--- config.mk ---
export PLATFORM = sky130hd
export DESIGN_NAME = logistic_seq_mc
export DESIGN_NICKNAME = d
export VERILOG_FILES = /design/src/rtl/logistic_seq_mc.sv
export SDC_FILE = /design/constraint.sdc
export NUM_CORES = 2
export LEC_CHECK = 0
export CELL_PAD_IN_SITES_DETAIL_PLACEMENT = 0
export CELL_PAD_IN_SITES_GLOBAL_PLACEMENT = 1
export CORE_MARGIN = 4
export CORE_UTILIZATION = 45
export CTS_CLUSTER_DIAMETER = 80
export DETAILED_ROUTE_END_ITERATION = 16
export GPL_ROUTABILITY_DRIVEN = 1
export PLACE_DENSITY = 0.88
export SLEW_MARGIN = 20
export SYNTH_ARGS = -nofsm -noshare
export SYNTH_HDL_FRONTEND = slang
export SYNTH_SLANG_ARGS = --single-unit
--- constraint.sdc ---
create_clock -name clk -period 8.99 [get_ports clk]
set_clock_uncertainty 0.05 [all_clocks]
set_input_delay 1.798 -clock clk [delete_from_list [all_inputs] [get_ports clk]]
set_output_delay 1.798 -clock clk [all_outputs]
set_load 0.02 [all_outputs]
--- src/rtl/logistic_seq_mc.sv ---
// logistic_seq_mc
//   Multi-channel streaming logistic-map bit generator. Each of N_CH lanes
//   iterates x' = 4x(1-x) in Q0.FRAC_W fixed point. After BURN_IN discarded
//   iterations, the MSB of every iterate is packed into OUT_W-bit words per
//   lane. The requested number of words is streamed over valid/ready.
//
//   Valid/ready contract (both interfaces): a transfer happens in a cycle
//   where vld and rdy are both high. A producer holds its data stable while
//   vld=1 and rdy=0.
//
// Ports
//   clk, rst_n    clock; synchronous active-low reset
//   seed          per-lane x0, lane i = seed[i*FRAC_W +: FRAC_W]
//   seed_words    number of words to produce (0 = run until abort)
//   seed_vld/rdy  seed handshake (rdy only in IDLE with no pending word)
//   abort         synchronous stop, back to IDLE, pending output dropped
//   dout          packed words, lane i = dout[i*OUT_W +: OUT_W]
//   dout_vld/rdy  output handshake
//   dout_last     marks the final word of a finite request
//   busy          high whenever the FSM is not in IDLE
module logistic_seq_mc #(
  parameter int FRAC_W  = 16,
  parameter int N_CH    = 2,
  parameter int OUT_W   = 32,
  parameter int BURN_IN = 100,
  parameter int CNT_W   = 16
) (
  input  logic                    clk,
  input  logic                    rst_n,
  input  logic [N_CH*FRAC_W-1:0]  seed,
  input  logic [CNT_W-1:0]        seed_words,
  input  logic                    seed_vld,
  output logic                    seed_rdy,
  input  logic                    abort,
  output logic [N_CH*OUT_W-1:0]   dout,
  output logic                    dout_vld,
  input  logic                    dout_rdy,
  output logic                    dout_last,
  output logic                    busy
);

  localparam int BURN_CW = (BURN_IN > 0) ? $clog2(BURN_IN + 1) : 1;
  localparam int BIT_CW  = (OUT_W > 1) ? $clog2(OUT_W) : 1;
  localparam logic [BURN_CW-1:0] BURN_LAST = BURN_CW'((BURN_IN > 0) ? BURN_IN - 1 : 0);
  localparam logic [BIT_CW-1:0]  BIT_LAST  = BIT_CW'(OUT_W - 1);
  localparam logic [FRAC_W:0]    ONE       = {1'b1, {FRAC_W{1'b0}}};

  typedef enum logic [1:0] {IDLE, BURN, GEN, DRAIN} state_t;

  state_t                  state_q, state_d;
  logic [N_CH*FRAC_W-1:0]  x_q, x_next;
  logic [N_CH*OUT_W-1:0]   shift_q, word_next;
  logic [BURN_CW-1:0]      burn_cnt;
  logic [BIT_CW-1:0]       bit_cnt;
  logic [CNT_W-1:0]        word_cnt, words_q;

  logic load, iter, word_done, last_word, final_bit, accept;

  // Per-lane map step and the word as it would look with the new MSB added.
  for (genvar i = 0; i < N_CH; i++) begin : g_lane
    logic [FRAC_W-1:0]   xi;
    logic [2*FRAC_W:0]   prod, scaled;
    assign xi     = x_q[i*FRAC_W +: FRAC_W];
    assign prod   = {{(FRAC_W+1){1'b0}}, xi} * {{FRAC_W{1'b0}}, ONE - {1'b0, xi}};
    assign scaled = prod >> (FRAC_W - 2);
    // Only x = 1/2 overflows (to exactly 1.0); clamp to the largest code.
    assign x_next[i*FRAC_W +: FRAC_W] = (|scaled[2*FRAC_W:FRAC_W]) ? {FRAC_W{1'b1}}
                                                                    : scaled[FRAC_W-1:0];
    assign word_next[i*OUT_W +: OUT_W] =
      OUT_W'({shift_q[i*OUT_W +: OUT_W], x_next[(i+1)*FRAC_W-1]});
  end

  assign seed_rdy  = (state_q == IDLE) && !dout_vld;
  assign busy      = (state_q != IDLE);
  assign final_bit = (bit_cnt == BIT_LAST);
  assign accept    = dout_vld && dout_rdy;

  always_ff @(posedge clk) begin
    if (!rst_n) state_q <= IDLE;
    else        state_q <= state_d;
  end

  always_comb begin
    state_d   = state_q;
    load      = 1'b0;
    iter      = 1'b0;
    word_done = 1'b0;
    last_word = 1'b0;
    case (state_q)
      IDLE: begin
        if (seed_vld && seed_rdy) begin
          load    = 1'b1;
          state_d = (BURN_IN == 0) ? GEN : BURN;
        end
      end
      BURN: begin
        iter = 1'b1;
        if (burn_cnt == BURN_LAST) state_d = GEN;
      end
      GEN: begin
        if (!final_bit) begin
          iter = 1'b1;
        end else if (!dout_vld || dout_rdy) begin
          // Completing bit of a word may only advance once the dout register
          // is free (or being freed this very cycle).
          iter      = 1'b1;
          word_done = 1'b1;
          if (words_q != '0 && (word_cnt + CNT_W'(1)) == words_q) begin
            last_word = 1'b1;
            state_d   = DRAIN;
          end
        end
      end
      DRAIN: begin
        if (accept) state_d = IDLE;
      end
      default: state_d = IDLE;
    endcase
    if (abort) begin
      state_d   = IDLE;
      load      = 1'b0;
      iter      = 1'b0;
      word_done = 1'b0;
      last_word = 1'b0;
    end
  end

  always_ff @(posedge clk) begin
    if (!rst_n) begin
      x_q       <= '0;
      shift_q   <= '0;
      burn_cnt  <= '0;
      bit_cnt   <= '0;
      word_cnt  <= '0;
      words_q   <= '0;
      dout      <= '0;
      dout_vld  <= 1'b0;
      dout_last <= 1'b0;
    end else if (abort) begin
      shift_q   <= '0;
      burn_cnt  <= '0;
      bit_cnt   <= '0;
      word_cnt  <= '0;
      dout_vld  <= 1'b0;
      dout_last <= 1'b0;
    end else begin
      if (load) begin
        x_q      <= seed;
        words_q  <= seed_words;
        shift_q  <= '0;
        burn_cnt <= '0;
        bit_cnt  <= '0;
        word_cnt <= '0;
      end
      if (iter) begin
        x_q <= x_next;
        if (state_q == BURN) begin
          burn_cnt <= (burn_cnt == BURN_LAST) ? '0 : burn_cnt + BURN_CW'(1);
        end else begin
          shift_q <= word_next;
          bit_cnt <= final_bit ? '0 : bit_cnt + BIT_CW'(1);
        end
      end
      if (word_done) begin
        dout      <= word_next;
        dout_vld  <= 1'b1;
        dout_last <= last_word;
        word_cnt  <= word_cnt + CNT_W'(1);
      end else if (accept) begin
        dout_vld  <= 1'b0;
        dout_last <= 1'b0;
      end
    end
  end

endmodule

Word level (Yosys, flattened, before mapping)
Cells that the tools add are included.
{ "word_totals": {"ff_bits": 208, "in_bits": 53} }
{ "op_classes": {"add_sub_neg": 5, "n_mul": 2, "eq_ne": 12, "n_mux": 41, "bitwise": 2, "reduce_logical": 19} }
{ "ops": {"columns": ["operator", "n"], "rows": [
  ["64-bit 2-to-1 mux", 3],
  ["16-bit by 17-bit multiplier with 33-bit output", 2],
  ["16-bit 2-to-1 mux", 4],
  ["32-bit 2-to-1 mux", 2],
  ["17-bit by 16-bit subtractor with 17-bit output (first input constant)", 2],
  ["7-bit 2-to-1 mux", 4],
  ["5-bit 2-to-1 mux", 4],
  ["16-bit by 1-bit adder with 16-bit output (second input constant)", 1],
  ["16-bit equality test", 1],
  ["1-bit 2-to-1 mux", 16],
  ["16-bit nonzero test", 1],
  ["2-bit 2-to-1 mux", 6],
  ["2-bit != test (second input constant)", 5],
  ["2-bit case mux with 4 select lines", 1],
  ["2-bit nonzero test", 4],
  ["7-bit by 1-bit adder with 7-bit output (second input constant)", 1],
  ["7-bit equality test (second input constant)", 1],
  ["2-bit AND reduction", 3],
  ["6-bit AND reduction", 1],
  ["3-bit OR reduction", 2],
  ["5-bit by 1-bit adder with 5-bit output (second input constant)", 1],
  ["5-bit equality test (second input constant)", 1],
  ["2-bit equality test (second input constant)", 2],
  ["1-bit logical AND", 4],
  ["other kinds (8)", 9]
]} }

Depth between registers and ports, before layout
{ "depth": {"depth_word": 9, "depth_mapped": 32, "ltp_nobuf": 29} }

Worst setup path after synthesis
Ideal clock, no wire load.
{ "synth_timing": {"path_kind": "register -> register", "from": "register x_q[19]", "to": "register x_q[25]", "t_arrival_ps": 7783, "setup_slack_ps": 1089, "path_stages_with_launch": 28, "synth_period_minus_slack_ps": 7901, "cell_sequence": "dfxtp_1 -> or4_1 -> nor4_1 -> nand2b_1 -> nor4_1 -> nor3b_1 -> ha_1 -> clkbuf_1 -> nand2b_1 -> fa_1 -> fa_1 -> inv_1 -> fa_1 -> fa_1 -> fa_1 -> inv_1 -> fa_1 -> inv_1 -> ha_1 -> clkbuf_1 -> nand4_1 -> o41a_1 -> o311a_1 -> o311a_1 -> and2_4 -> buf_6 -> buf_12 -> a21oi_4"} }
{ "synth_between": {"elab_chain_len": 5} }
{ "synth_lines": {"columns": ["element", "line", "text"], "rows": [
  ["from (decl)", "51", "logic [N_CH*FRAC_W-1:0] x_q, x_next;"],
  ["from (signal assigned)", "156", "x_q <= x_next;"],
  ["17-bit by 16-bit subtractor with 17-bit output", "64", "assign prod = {{(FRAC_W+1){1'b0}}, xi} * {{FRAC_W{1'b0}}, ONE - {1'b0, xi}};"],
  ["16-bit by 17-bit multiplier with 33-bit output (*)", "64", null],
  ["3-bit OR reduction", "67", "assign x_next[i*FRAC_W +: FRAC_W] = (|scaled[2*FRAC_W:FRAC_W]) ? {FRAC_W{1'b1}}"],
  ["16-bit 2-to-1 mux (*)", "67", null],
  ["32-bit 2-to-1 mux (*)", "155", "if (iter) begin"]
]} }
Mark *: on every way between the ends. The rest lies on a longest branch, timed or not.
A chain may end at the register's enable or synchronous reset.

Worst setup path in the final report
{ "layout_timing": {"from": "register x_q[2]", "to": "register x_q[14]"} }
The elaborated chain is that of the path after synthesis.

==> summary.md <==
| Metric | Value |
|---|---|
| Setup repair after global routing missed its margin | no |
| Yosys top cell area share | a little under a third |
| Final number of hold-violating endpoints | 0 |
| Compound-Gate Fraction of Synth Area | roughly 10% |
| WP data required | between 9 and 10 ns |
| Adder-cell share of the synthesized area | approximately two fifths |
| Detailed-route DRC error count | 0 |
| Critical path launch point type | register |
| Placement Rows | 90 |
| Antenna violations before repair | 4 |
| Reg2reg setup slack | about 0.48 ns |
| Overall die width | between 200 and 300 um |
| Period Utilization, post-route | approximately 95% |
| Biggest area contributors in the synthesized netlist | sky130_fd_sc_hd__fa_1 (30%), sky130_fd_sc_hd__dfxtp_1 (15%), sky130_fd_sc_hd__ha_1 (11%), sky130_fd_sc_hd__inv_1 (7.0%), sky130_fd_sc_hd__nand2_1 (5.5%) |
| Leading area contributor after synthesis | sky130_fd_sc_hd__fa_1 |
| Transition time at the pin with the least slew margin | roughly 1.1 ns |
| Post-synthesis simple-gate area fraction | between 20% and 30% |
| Most frequent cells after synthesis | sky130_fd_sc_hd__inv_1 (511), sky130_fd_sc_hd__fa_1 (414), sky130_fd_sc_hd__nand2_1 (401) |
| H-tree level count | 1 |
| Count of hold-fix buffers inserted at cts | 0 |
| Number of pins with negative max-slew slack in the final report | 0 |
| Tightest Hold Check Type | reg2reg |
| RePlAce Congestion | 0.919 |
| Final worst-path setup slack | approximately 0.48 ns |
| Post-synthesis sequential element count | 206 |
| TritonCTS Sinks | a little over 200 |
| Area delta synth->final | 9.88% |
| GRT Resource Usage Total | about 22% |
| Sum of internal, switching and leakage power | approximately 6.0 mW |
| Distinct cells, synth | 67 |
| Biggest fanout along the worst timing path | 20 |
| Mux cell area share after synthesis | less than 1% |
| Max-slew headroom | between 20 and 30% |
| Placement Setup Slack | 0.332 ns |
| CTS root buffer | sky130_fd_sc_hd__clkbuf_16 |
| Final core utilization | about half |
| Number of synthesized flops with an enable pin | 0 |
| Total number of yosys warnings | 0 |
| Die Area | ~65000 um^2 |
| Area of the placeable core | 60400 um^2 |
| Power density over the cells | 199 nW/um^2 |
| Post-synthesis cell count | roughly 3200 |
| Fmax | 118 MHz |
| Synth async-reset ratio | 0% |
| Maximum number of pins on one net before global-route repair | 92 |
| Clk slew on worst S/H paths | 0.06 ns |
| Port bufs | 120 |
| Share of the yosys chip area belonging to registers | 15.0% |
| XOR/XNOR share of the synthesized area | 1.91% |
| Setup_tns | 0 ns |
| Router iterations before antenna repair | 6 |
| Share of final-layout standard cells stronger than drive strength 1 | between 3 and 4% |
| Shortest clock period the worst path allows after layout | about 8.5 ns |
| Mean instance size in the synthesized netlist | approximately 8.5 um^2 |
| Height of the die | ~260 um |
| Count of nets left with antenna violations after detail routing | 0 |
| Data arrival time of the worst path | slightly below 9 ns |
| Via density per instance | approximately 5.3 |
| Total number of vias | between 20000 and 25000 |
| Main combinational cell family by area after synthesis | adder cells |
| Number of nets in the layout | approximately 4000 |
| Initial standard-cell utilization of the core | between 40% and 50% |
| Slowest Stage Delay on Critical Path | 0.59 ns |
| HPWL after DPL | 53.9 mm |
| Antenna diode instance count | 0 |
| Worst vdd ir | about 190 uV |
| Most used DFF post-synth | sky130_fd_sc_hd__dfxtp_1 |
| Routed len/inst | ~18 um |
| Endpoint type of the worst setup path | register |
| Remaining Overflow, GRT | 0 |
| I/O pin cnt | around 120 |
| Buffer levels on the longest clock path | 3 |
| Status | finished, final reports clean |
| Clock network latency to the later pin of the worst-skew pair | 0.53 ns |
| Library cell with the highest instance count after synthesis | sky130_fd_sc_hd__inv_1 |
| Total clock buffers created by CTS | 23 |
| Most frequent cell on the critical path | sky130_fd_sc_hd__fa_1 |
| Count of endpoints failing setup in the final report | 0 |
| Vias in the first global route | approximately 23000 |
| CP max-delay cell | sky130_fd_sc_hd__dfxtp_1 |
| Global-route wire length before repair | 118 mm |
| CTS tree | yes |
| Wire length reported by the detailed router | 71.4 mm |
| Leakage Power | 13.5 nW |
| Netlist area before placement | about 27000 um^2 |
| Startpoint-to-endpoint class of the critical path | reg2reg |
| DRC violation total after the first TritonRoute iteration | around 1500 |
| Number of max-cap violations | 0 |
-- layer usage --
metal / wire, um / GRT usage (%) / vias to the layer above
met4: 2080 / 6.31 / 6
met3: 5470 / 5.13 / 128
li1: - / - / 10100
met5: 37 / 0 / -
met1: 30800 / 30.0 / 10500
met2: 33100 / 36.8 / 631
-- layout make-up --
cell class | count | area (um^2)
repair buffers | 167 | 1550
well taps | 782 | 978
fillers | 5760 | 30200
flip-flops and latches | 206 | 4120
inverters | 513 | 1930
clock buffers | 35 | 681
clock inverters | 7 | 95.1
multi-input cells | 2354 | 20800
-- path summary, 6_finish.rpt --
| path | depth (start not counted) | endpoint | from |
|---|---|---|---|
| setup / recovery | 27 | x_q[14]$_SDFFE_PN0P_ | x_q[2]$_SDFFE_PN0P_ |
| hold / removal | 1 | burn_cnt[6]$_SDFF_PP0_ | burn_cnt[6]$_SDFF_PP0_ |
| setup reg to reg | 27 | x_q[14]$_SDFFE_PN0P_ | x_q[2]$_SDFFE_PN0P_ |
| hold reg to reg | 1 | burn_cnt[6]$_SDFF_PP0_ | burn_cnt[6]$_SDFF_PP0_ |
-- registers in the layout, summed over array words and instances (netlist names) --
name and flops:
word_cnt 16, burn_cnt 7, shift_q 62, bit_cnt 5, words_q 16, dout 64, dout_vld 1, state_q 2
x_q 32, dout_last 1
-- cell families (layout without fill, tap and decap cells) --
group | after synthesis | in the layout
buffers and inverters | 702 | 722
XOR/XNOR | 60 | 60
AND/OR/NAND/NOR | 1177 | 1177
adder cells (fa/ha/maj) | 663 | 663
AO/OA/AOI/OAI | 425 | 425
flip-flops | 206 | 206
multiplexers | 1 | 1
other | 2 | 28
-- critical path: cells and delay by family, from the launching register on --
family / cells / cell delay (ns)
adder cells (fa/ha/maj): 8 / 3.96
flip-flops: 1 / 0.59
AND/OR/NAND/NOR: 10 / 2.22
buffers and inverters: 4 / 0.35
AO/OA/AOI/OAI: 5 / 1.28
-- report_power, final --
part	leakage [nW]	switching, mW	internal (mW)
Clock	0.379	0.389	0.580
Sequential	1.66	0.0238	0.927
Combinational	11.4	2.52	1.57
-- cell usage in the layout, fill, tap and decap left out, types with 39 or more instances in the layout --
| cell | instances |
|---|---|
| sky130_fd_sc_hd__inv_1 | 511 |
| sky130_fd_sc_hd__buf_4 | 48 |
| sky130_fd_sc_hd__nand2b_1 | 235 |
| sky130_fd_sc_hd__nor2_1 | 90 |
| sky130_fd_sc_hd__fa_1 | 414 |
| sky130_fd_sc_hd__o21ai_0 | 51 |
| sky130_fd_sc_hd__nor2b_1 | 178 |
| sky130_fd_sc_hd__ha_1 | 248 |
| sky130_fd_sc_hd__xnor2_1 | 39 |
| sky130_fd_sc_hd__clkdlybuf4s50_1 | 119 |
| sky130_fd_sc_hd__nand3_1 | 116 |
| sky130_fd_sc_hd__a21boi_0 | 80 |
| sky130_fd_sc_hd__and2_1 | 40 |
| sky130_fd_sc_hd__dfxtp_1 | 206 |
| sky130_fd_sc_hd__nand2_1 | 401 |
| sky130_fd_sc_hd__a21oi_1 | 177 |
-- per-stage QoR --
step                      cells  instance area [um^2]  hold WS [ns]
after global placement     4021                 29400         0.400
after global routing       4064                 30200         0.435
after floorplan            3262                 27600         0.373
after CTS                  4063                 30200         0.408
after detailed placement   4021                 29400         0.399
final                      4064                 30200         0.407
-- what timing repair did --
item                       CTS  global route
gates resized for setup      0             4
setup endpoints to repair    0            20
buffers inserted             0             1
(Power assumes the default switching activity.)
